**config.mk**
```make
export PLATFORM = sky130hd
export DESIGN_NAME = nibble_serial_adder
export DESIGN_NICKNAME = d
export VERILOG_FILES = /design/src/rtl/nibble_serial_adder.sv
export SDC_FILE = /design/constraint.sdc
export NUM_CORES = 1
export LEC_CHECK = 0
export CAP_MARGIN = 20
export CORE_UTILIZATION = 43
export CTS_CLUSTER_SIZE = 40
export DETAILED_ROUTE_END_ITERATION = 8
export PLACE_DENSITY = 0.77
export SKIP_CTS_REPAIR_TIMING = 1
export SLEW_MARGIN = 15
export SYNTH_ARGS = -nofsm -noshare
export SYNTH_HDL_FRONTEND = slang
export SYNTH_SLANG_ARGS = --single-unit
```
**constraint.sdc**
```tcl
create_clock -name clk -period 1.69 [get_ports clk]
set_input_delay 0.169 -clock clk [delete_from_list [all_inputs] [get_ports clk]]
set_output_delay 0.169 -clock clk [all_outputs]
set_load 0.03 [all_outputs]
```
**src/rtl/nibble_serial_adder.sv**
```systemverilog
// nibble_serial_adder
// Adds two WIDTH-bit operands one nibble per clock through an external
// 4-bit ripple adder. The operands are shifted right one nibble per RUN
// cycle, so the adder-side outputs come straight from flops. Those flops
// are empty (zero) again by the time the operation finishes.
module nibble_serial_adder #(
  parameter int WIDTH = 16
) (
  input  logic             clk,
  input  logic             rst_n,
  input  logic             in_valid,
  output logic             in_ready,
  input  logic [WIDTH-1:0] in_a,
  input  logic [WIDTH-1:0] in_b,
  input  logic             in_ci,
  output logic [3:0]       add_a,
  output logic [3:0]       add_b,
  output logic             add_ci,
  input  logic [3:0]       add_s,
  input  logic             add_co,
  output logic             out_valid,
  input  logic             out_ready,
  output logic [WIDTH-1:0] out_sum,
  output logic             out_co,
  output logic             busy
);

  localparam int NIB = WIDTH / 4;
  localparam int IW  = (NIB > 1) ? $clog2(NIB) : 1;
  localparam logic [IW-1:0] IDX_LAST = IW'(NIB - 1);

  typedef enum logic [1:0] {
    IDLE = 2'd0,
    RUN  = 2'd1,
    DONE = 2'd2
  } state_t;

  state_t           state_r;
  state_t           state_nxt_s;
  logic [IW-1:0]    idx_r;
  logic             carry_r;
  logic [WIDTH-1:0] a_r;
  logic [WIDTH-1:0] b_r;
  logic [WIDTH-1:0] sum_r;
  logic             co_r;
  logic             accept_s;
  logic             last_s;

  // Handshake and status decode depend on the state register alone.
  assign in_ready  = (state_r == IDLE);
  assign out_valid = (state_r == DONE);
  assign busy      = (state_r == RUN) || (state_r == DONE);

  assign accept_s  = (state_r == IDLE) && in_valid;
  assign last_s    = (state_r == RUN) && (idx_r == IDX_LAST);

  // Adder-side drive: low nibble of the shifting operands and the carry flop.
  assign add_a   = a_r[3:0];
  assign add_b   = b_r[3:0];
  assign add_ci  = carry_r;
  assign out_sum = sum_r;
  assign out_co  = co_r;

  // State register.
  always_ff @(posedge clk or negedge rst_n) begin
    if (!rst_n) begin
      state_r <= IDLE;
    end else begin
      state_r <= state_nxt_s;
    end
  end

  // Next-state logic.
  always_comb begin
    state_nxt_s = state_r;
    case (state_r)
      IDLE: begin
        if (in_valid) begin
          state_nxt_s = RUN;
        end else begin
          state_nxt_s = IDLE;
        end
      end
      RUN: begin
        if (idx_r == IDX_LAST) begin
          state_nxt_s = DONE;
        end else begin
          state_nxt_s = RUN;
        end
      end
      DONE: begin
        if (out_ready) begin
          state_nxt_s = IDLE;
        end else begin
          state_nxt_s = DONE;
        end
      end
      default: begin
        state_nxt_s = IDLE;
      end
    endcase
  end

  // Datapath: capture on accept, one nibble per RUN cycle, hold otherwise.
  // The carry flop is cleared on the last step so add_ci reads 0 outside RUN.
  always_ff @(posedge clk or negedge rst_n) begin
    if (!rst_n) begin
      idx_r   <= '0;
      carry_r <= 1'b0;
      a_r     <= '0;
      b_r     <= '0;
      sum_r   <= '0;
      co_r    <= 1'b0;
    end else if (accept_s) begin
      a_r     <= in_a;
      b_r     <= in_b;
      carry_r <= in_ci;
      idx_r   <= '0;
    end else if (state_r == RUN) begin
      a_r <= {4'h0, a_r[WIDTH-1:4]};
      b_r <= {4'h0, b_r[WIDTH-1:4]};
      sum_r[{idx_r, 2'b00} +: 4] <= add_s;
      if (last_s) begin
        co_r    <= add_co;
        carry_r <= 1'b0;
        idx_r   <= '0;
      end else begin
        carry_r <= add_co;
        idx_r   <= idx_r + IW'(1);
      end
    end else begin
      idx_r <= idx_r;
    end
  end

endmodule

```
* Yosys cells after proc, flatten, opt, wreduce, memory -nomap -nowiden
Cells that the tools add are included.
** Operators by class
- Muxes and demuxes :: 15
- Multipliers :: 0
- Shifts and indexed selects :: 2
- Reductions and logical operators :: 7
- $add $sub $neg :: 2
- Bitwise gates (word level) :: 1
- Order comparisons :: 0
- Equal/unequal tests :: 3
- Div/mod/pow operators :: 0
** Operators by type and width (number)
- two-way mux 16 bit :: 4
- bitwise mux 16 bit :: 1
- variable shift 4 x 6 -> 16 bit, first input constant :: 1
- indexed part select 4 x 6 -> 16 bit :: 1
- two-way mux 2 bit :: 5
- negator 4 -> 6 bit :: 1
- case mux 2 bit (3 select lines) :: 1
- == test 2 bit, second input constant :: 2
- two-way mux 1 bit :: 4
- AND reduction 3 bit :: 1
- adder 2 x 1 -> 2 bit, second input constant :: 1
- == test 2 x 1 -> 1 bit, second input constant :: 1
- logical AND 1 bit :: 2
- zero test 2 bit :: 1
- AND reduction 2 bit :: 1
- nonzero test 2 bit :: 1
- logical OR 1 bit :: 1
- NOT 1 bit :: 1
** Storage, ports and cells
- Bits in registers :: 54
- Bits in writable memories :: 0
- Word-level logic and storage cells :: 37
- ROM bits :: 0
- Memories :: 0
- Bits in latches :: 0
- Output and inout bits :: 29

* Logic depth before layout (Yosys ltp)
- Depth in word-level cells :: 5
- Gate-level depth with buffers :: 7
- Depth with buffers taken out :: 5

* Least setup slack after synthesis
No wires, ideal clock.
- Path kind :: flip-flop to flip-flop
- Start point :: register idx_r[0]
- End point :: register sum_r[10], in the netlist out_sum[10]
- Path buffers :: 1
- Slack :: -0.103 ns
- Setup time :: 0.066 ns
- Cell stages (with the launch flop) :: 7
- Data required time :: 1.624 ns
- Period minus slack after synthesis :: 1.793 ns
- Data arrival time :: 1.727 ns
- Cells stage by stage :: dfrtp_1 > clkbuf_1 > inv_1 > ha_1 > nand2b_1 > nor4b_4 > a22o_1
** On the way
- Cells in the longest elaborated chain, start to end :: 3
- Elaborated cells between the ends (all ways) :: 4
- Classes of those cells :: add/sub (1); shift (2); mux (1)
** RTL lines
- start: declaration :: RTL line 40 : logic [IW-1:0] idx_r;
- start signal: assignment :: RTL line 129 : idx_r <= idx_r + IW'(1);
- start signal: assignment :: RTL line 132 : idx_r <= idx_r;
- negator 4 -> 6 bit * :: RTL line 122 : sum_r[{idx_r, 2'b00} +: 4] <= add_s;
- indexed part select 4 x 6 -> 16 bit / variable shift 4 x 6 -> 16 bit (equally long branches) :: RTL line 122
- bitwise mux 16 bit * :: RTL line 122
- end signal: indexed assignment :: RTL line 122
- end: declaration :: RTL line 44 : logic [WIDTH-1:0] sum_r;
Mark *: on every way between the ends. The rest lies on a longest branch, timed or not.
A chain may end at the register's enable or synchronous reset.

* Worst setup path after layout
- Start point :: register state_r[1]
- End point :: register sum_r[4], in the netlist out_sum[4]
** On the way
- Cells in the longest elaborated chain, start to end :: 4
- Elaborated cells between the ends (all ways) :: 5
- Classes of those cells :: eq/ne (1); bitwise (1); reduce/logical (3)
** RTL lines
- start: declaration :: RTL line 38 : state_t state_r;
- start signal: assignment :: RTL line 69 : state_r <= state_nxt_s;
- zero test 2 bit :: RTL line 54 : assign accept_s = (state_r == IDLE) && in_valid;
- logical AND 1 bit :: RTL line 54
- NOT 1 bit (no source line)
- AND reduction 2 bit (no source line) *
Marked as above.

==> reports/results.tsv <==
stage	metric	value	unit
clock_tree	Clock transition at path regs	0.10	ns
logic_synthesis	Mapped Area	2610	um2
critical_path	CP startpoint	state_r[1]	
logic_synthesis	Distinct cells, synth	24	
critical_path	data arrival time of the worst path	1.79	ns
logic_synthesis	register bit count reported by yosys	54	
clock_tree	Root Buffer	clkbuf_8	
logic_synthesis	Synth Area in Compound Gates	0.0871	
global_route	number of global-route vias before repair	1917	
floorplan	die width	80.0	um
pwr	Pwr per Cell Area	1800	nW/um2
timing	Setup TNS	0	ns
timing	worst rel slew slack	0.762	
floorplan	Initial Util	0.444	
critical_path	Slowest cell on crit path	dfrtp_1	
pwr	Leak	1.66	nW
place	routability congestion estimate	0.826	
worst_hold_path	Hold WC Path Type	in -> reg	
clock_tree	CTS tree	done	
timing	Final WS setup	0.0909	ns
finish	ant diodes	0	
critical_path	flop2flop setup slack	0.09	ns
timing	post-route minimum period	1.60	ns
timing	worst slew pin tran	0.355	ns
clock_tree	clk_lat worst skew	0.31	ns
logic_synthesis	largest family of logic cells by synthesized area	simple AND/OR/NAND/NOR gates	
finish	layout cells sized above 1	0.116	
logic_synthesis	leading area contributor after synthesis	dfrtp_1	
global_route	GRT Total Usage	0.177	
place	dpl hpwl	3.94	mm
finish	commonest non-fill, non-tap cell in the layout	clkdlybuf4s50_1	
floorplan	DIE AREA	6390	um2
critical_path	worst path bufs/invs	1	
global_route	total congestion overflow	0	
logic_synthesis	main area contributors after synthesis	dfrtp_1, mux2i_1, nand2_1, ha_1, mux2_2	
logic_synthesis	simple-gate share of the synthesized area	0.162	
finish	Fillers	514	
critical_path	Worst Setup EP	out_sum[4]	
timing	RSZ-0062 raised after global routing	true	
place	pre-CTS setup slack	0.0483	ns
pwr	peak supply drop	0.820	mV
logic_synthesis	Synth top area share	0.517	
logic_synthesis	Synthesized Nets	294	
logic_synthesis	Post-Synth XOR/XNOR Area	0	
route	DR vias/cell	4.98	
timing	final hold vios	0	
place	number of port buffers	70	
finish	most frequent cells in the layout	clkdlybuf4s50_1, dfrtp_1, nand2_1, mux2i_1, o21ai_0	
finish	synthesis-to-finish area growth	35.3	%
route	routed vias	1924	
route	DR iter-0 viols	94	
route	Residual DRC	0	
global_route	antenna violations before repair	0	
critical_path	required time of the worst setup path	1.88	ns
timing	pins over their slew limit	0	
logic_synthesis	Cells after Synth	242	
critical_path	Crit Path Max Fanout	6	
logic_synthesis	Syn. warnings	0	
critical_path	reg2reg path depth	5	
route	DRT Pass-1 Iters	4	
critical_path	critical path launch point type	register	
clock_tree	clk buf depth	2	
critical_path	Critical Path Max Stage Delay	0.41	ns
clock_tree	htree depth	2	
critical_path	FF-to-FF End	out_sum[4]	
place	Inst Count DP	377	
logic_synthesis	mux cell area share after synthesis	0.135	
clock_tree	Clock Sinks	54	
logic_synthesis	syn_area_per_cell	10.8	um2
timing	final setup fails	0	
clock_tree	CTS Buf Count	5	
finish	nets	362	
timing	fmax	625	MHz
job	Max-Cap Viols	0	
finish	Util after Layout	0.601	
critical_path	Crit Reg-Reg Startpoint	state_r[1]	
global_route	first-pass GRT wire length	8.61	mm
critical_path	Setup crit end kind	register	
finish	non-filler cells, final	386	
critical_path	Crit Path Class	reg -> reg	
floorplan	I/O pins	71	
timing	Final Skew	0.00969	ns
timing	Final period util	0.946	
critical_path	Crit path max-delay family	flip-flops	
pwr	Final Total Pwr	0.00635	W
floorplan	die height	80.0	um
route	final wirelength	5.26	mm
critical_path	number of cells on the critical path	5	
floorplan	core area	5890	um2
global_route	largest net degree at the start of global routing	42	
outcome	status	finished, final reports clean	
logic_synthesis	post-synthesis adder-cell area fraction	0.0479	
critical_path	crit-path cells	inv_1 -> ha_2 -> nand2_1 -> nand3_1 -> mux2_2	
floorplan	placement row count	28	
route	drt wl/cell	13.6	um
logic_synthesis	Seq/Total Area, Yosys	0.517	
route	remaining antenna violation count after routing	0	
==> layout make-up <==
cell class / count / area, um2 / area share
clock buffer: 5 / 68.8 / 0.0195
clock inverter: 3 / 40.0 / 0.0113
inverter: 5 / 18.8 / 0.00531
multi-input combinational: 163 / 1150 / 0.325
sequential: 54 / 1350 / 0.382
tap: 75 / 93.8 / 0.0265
timing repair buffer: 81 / 813 / 0.230
==> synth_stat cells <==
library cell and count:
dfrtp_1 54, nand2_1 44, mux2i_1 25, o21ai_0 16
nand3b_1 12, ha_1 10, buf_4 9, mux2_2 9
a22o_1 8, nor2_1 8, o21ai_1 8, clkbuf_1 6
buf_2 5, inv_1 5, nand2b_1 5, nand3_1 4
nor3_1 4, a21oi_1 3, nor4b_4 2, a21bo_4 1
a31oi_1 1, and2_1 1, nand4_1 1, or2b_1 1
==> through the flow <==
| step | instance area, um2 | hold WS (ns) |
|---|---|---|
| final | 3540 | 0.378 |
| after global routing | 3540 | 0.389 |
| after CTS | 3510 | -0.132 |
| after detailed placement | 3400 | 0.204 |
| after global placement | 3400 | 0.203 |
| after floorplan | 2620 | -0.127 |
==> cells by family (layout without fill, tap and decap cells) <==
family,Yosys count,count (layout)
mux,34,34
buf+inv,25,94
simple gates,82,82
compound gates,37,37
flops,54,54
fa+ha+maj,10,10
==> power breakdown <==
part | switching (W) | leakage (nW) | total, W | internal (W)
logic | 0.00182 | 0.896 | 0.00342 | 0.00160
clock network | 0.000405 | 0.0579 | 0.000841 | 0.000436
registers | 0.000282 | 0.708 | 0.00209 | 0.00181
total | 0.00251 | 1.66 | 0.00635 | 0.00384
==> worst min-delay path, stage by stage <==
cell and delay, ns:
clkdlybuf4s50_1 0.39, nand2_1 0.05, nand2_1 0.04
==> registers in the layout, indices dropped and copies added (netlist names) <==
| register | count |
|---|---|
| out_sum | 16 |
| b_r | 16 |
| a_r | 16 |
| state_r | 2 |
| out_co | 1 |
| idx_r | 2 |
| add_ci | 1 |
==> metal layers <==
layer | wire (um) | global-route usage | vias to the layer above
met5 | 0 | 0 | -
met4 | 89 | 0.0536 | 0
met3 | 149 | 0.0343 | 7
met2 | 2620 | 0.301 | 30
met1 | 2400 | 0.226 | 928
li1 | - | - | 959
==> worst min-delay path by stage <==
stage | startpoint | endpoint | slack, ns | depth (start not counted)
after floorplan | rst_n | a_r[0] | -0.13 | 0
after CTS | rst_n | b_r[9] | -0.13 | 2
after global placement | rst_n | out_sum[10] | 0.20 | 2
after detailed placement | rst_n | state_r[0] | 0.20 | 2
final | in_b[15] | b_r[15] | 0.38 | 3
after global routing | in_b[13] | b_r[13] | 0.39 | 3
Note: power is estimated with default switching activity, not from simulation.
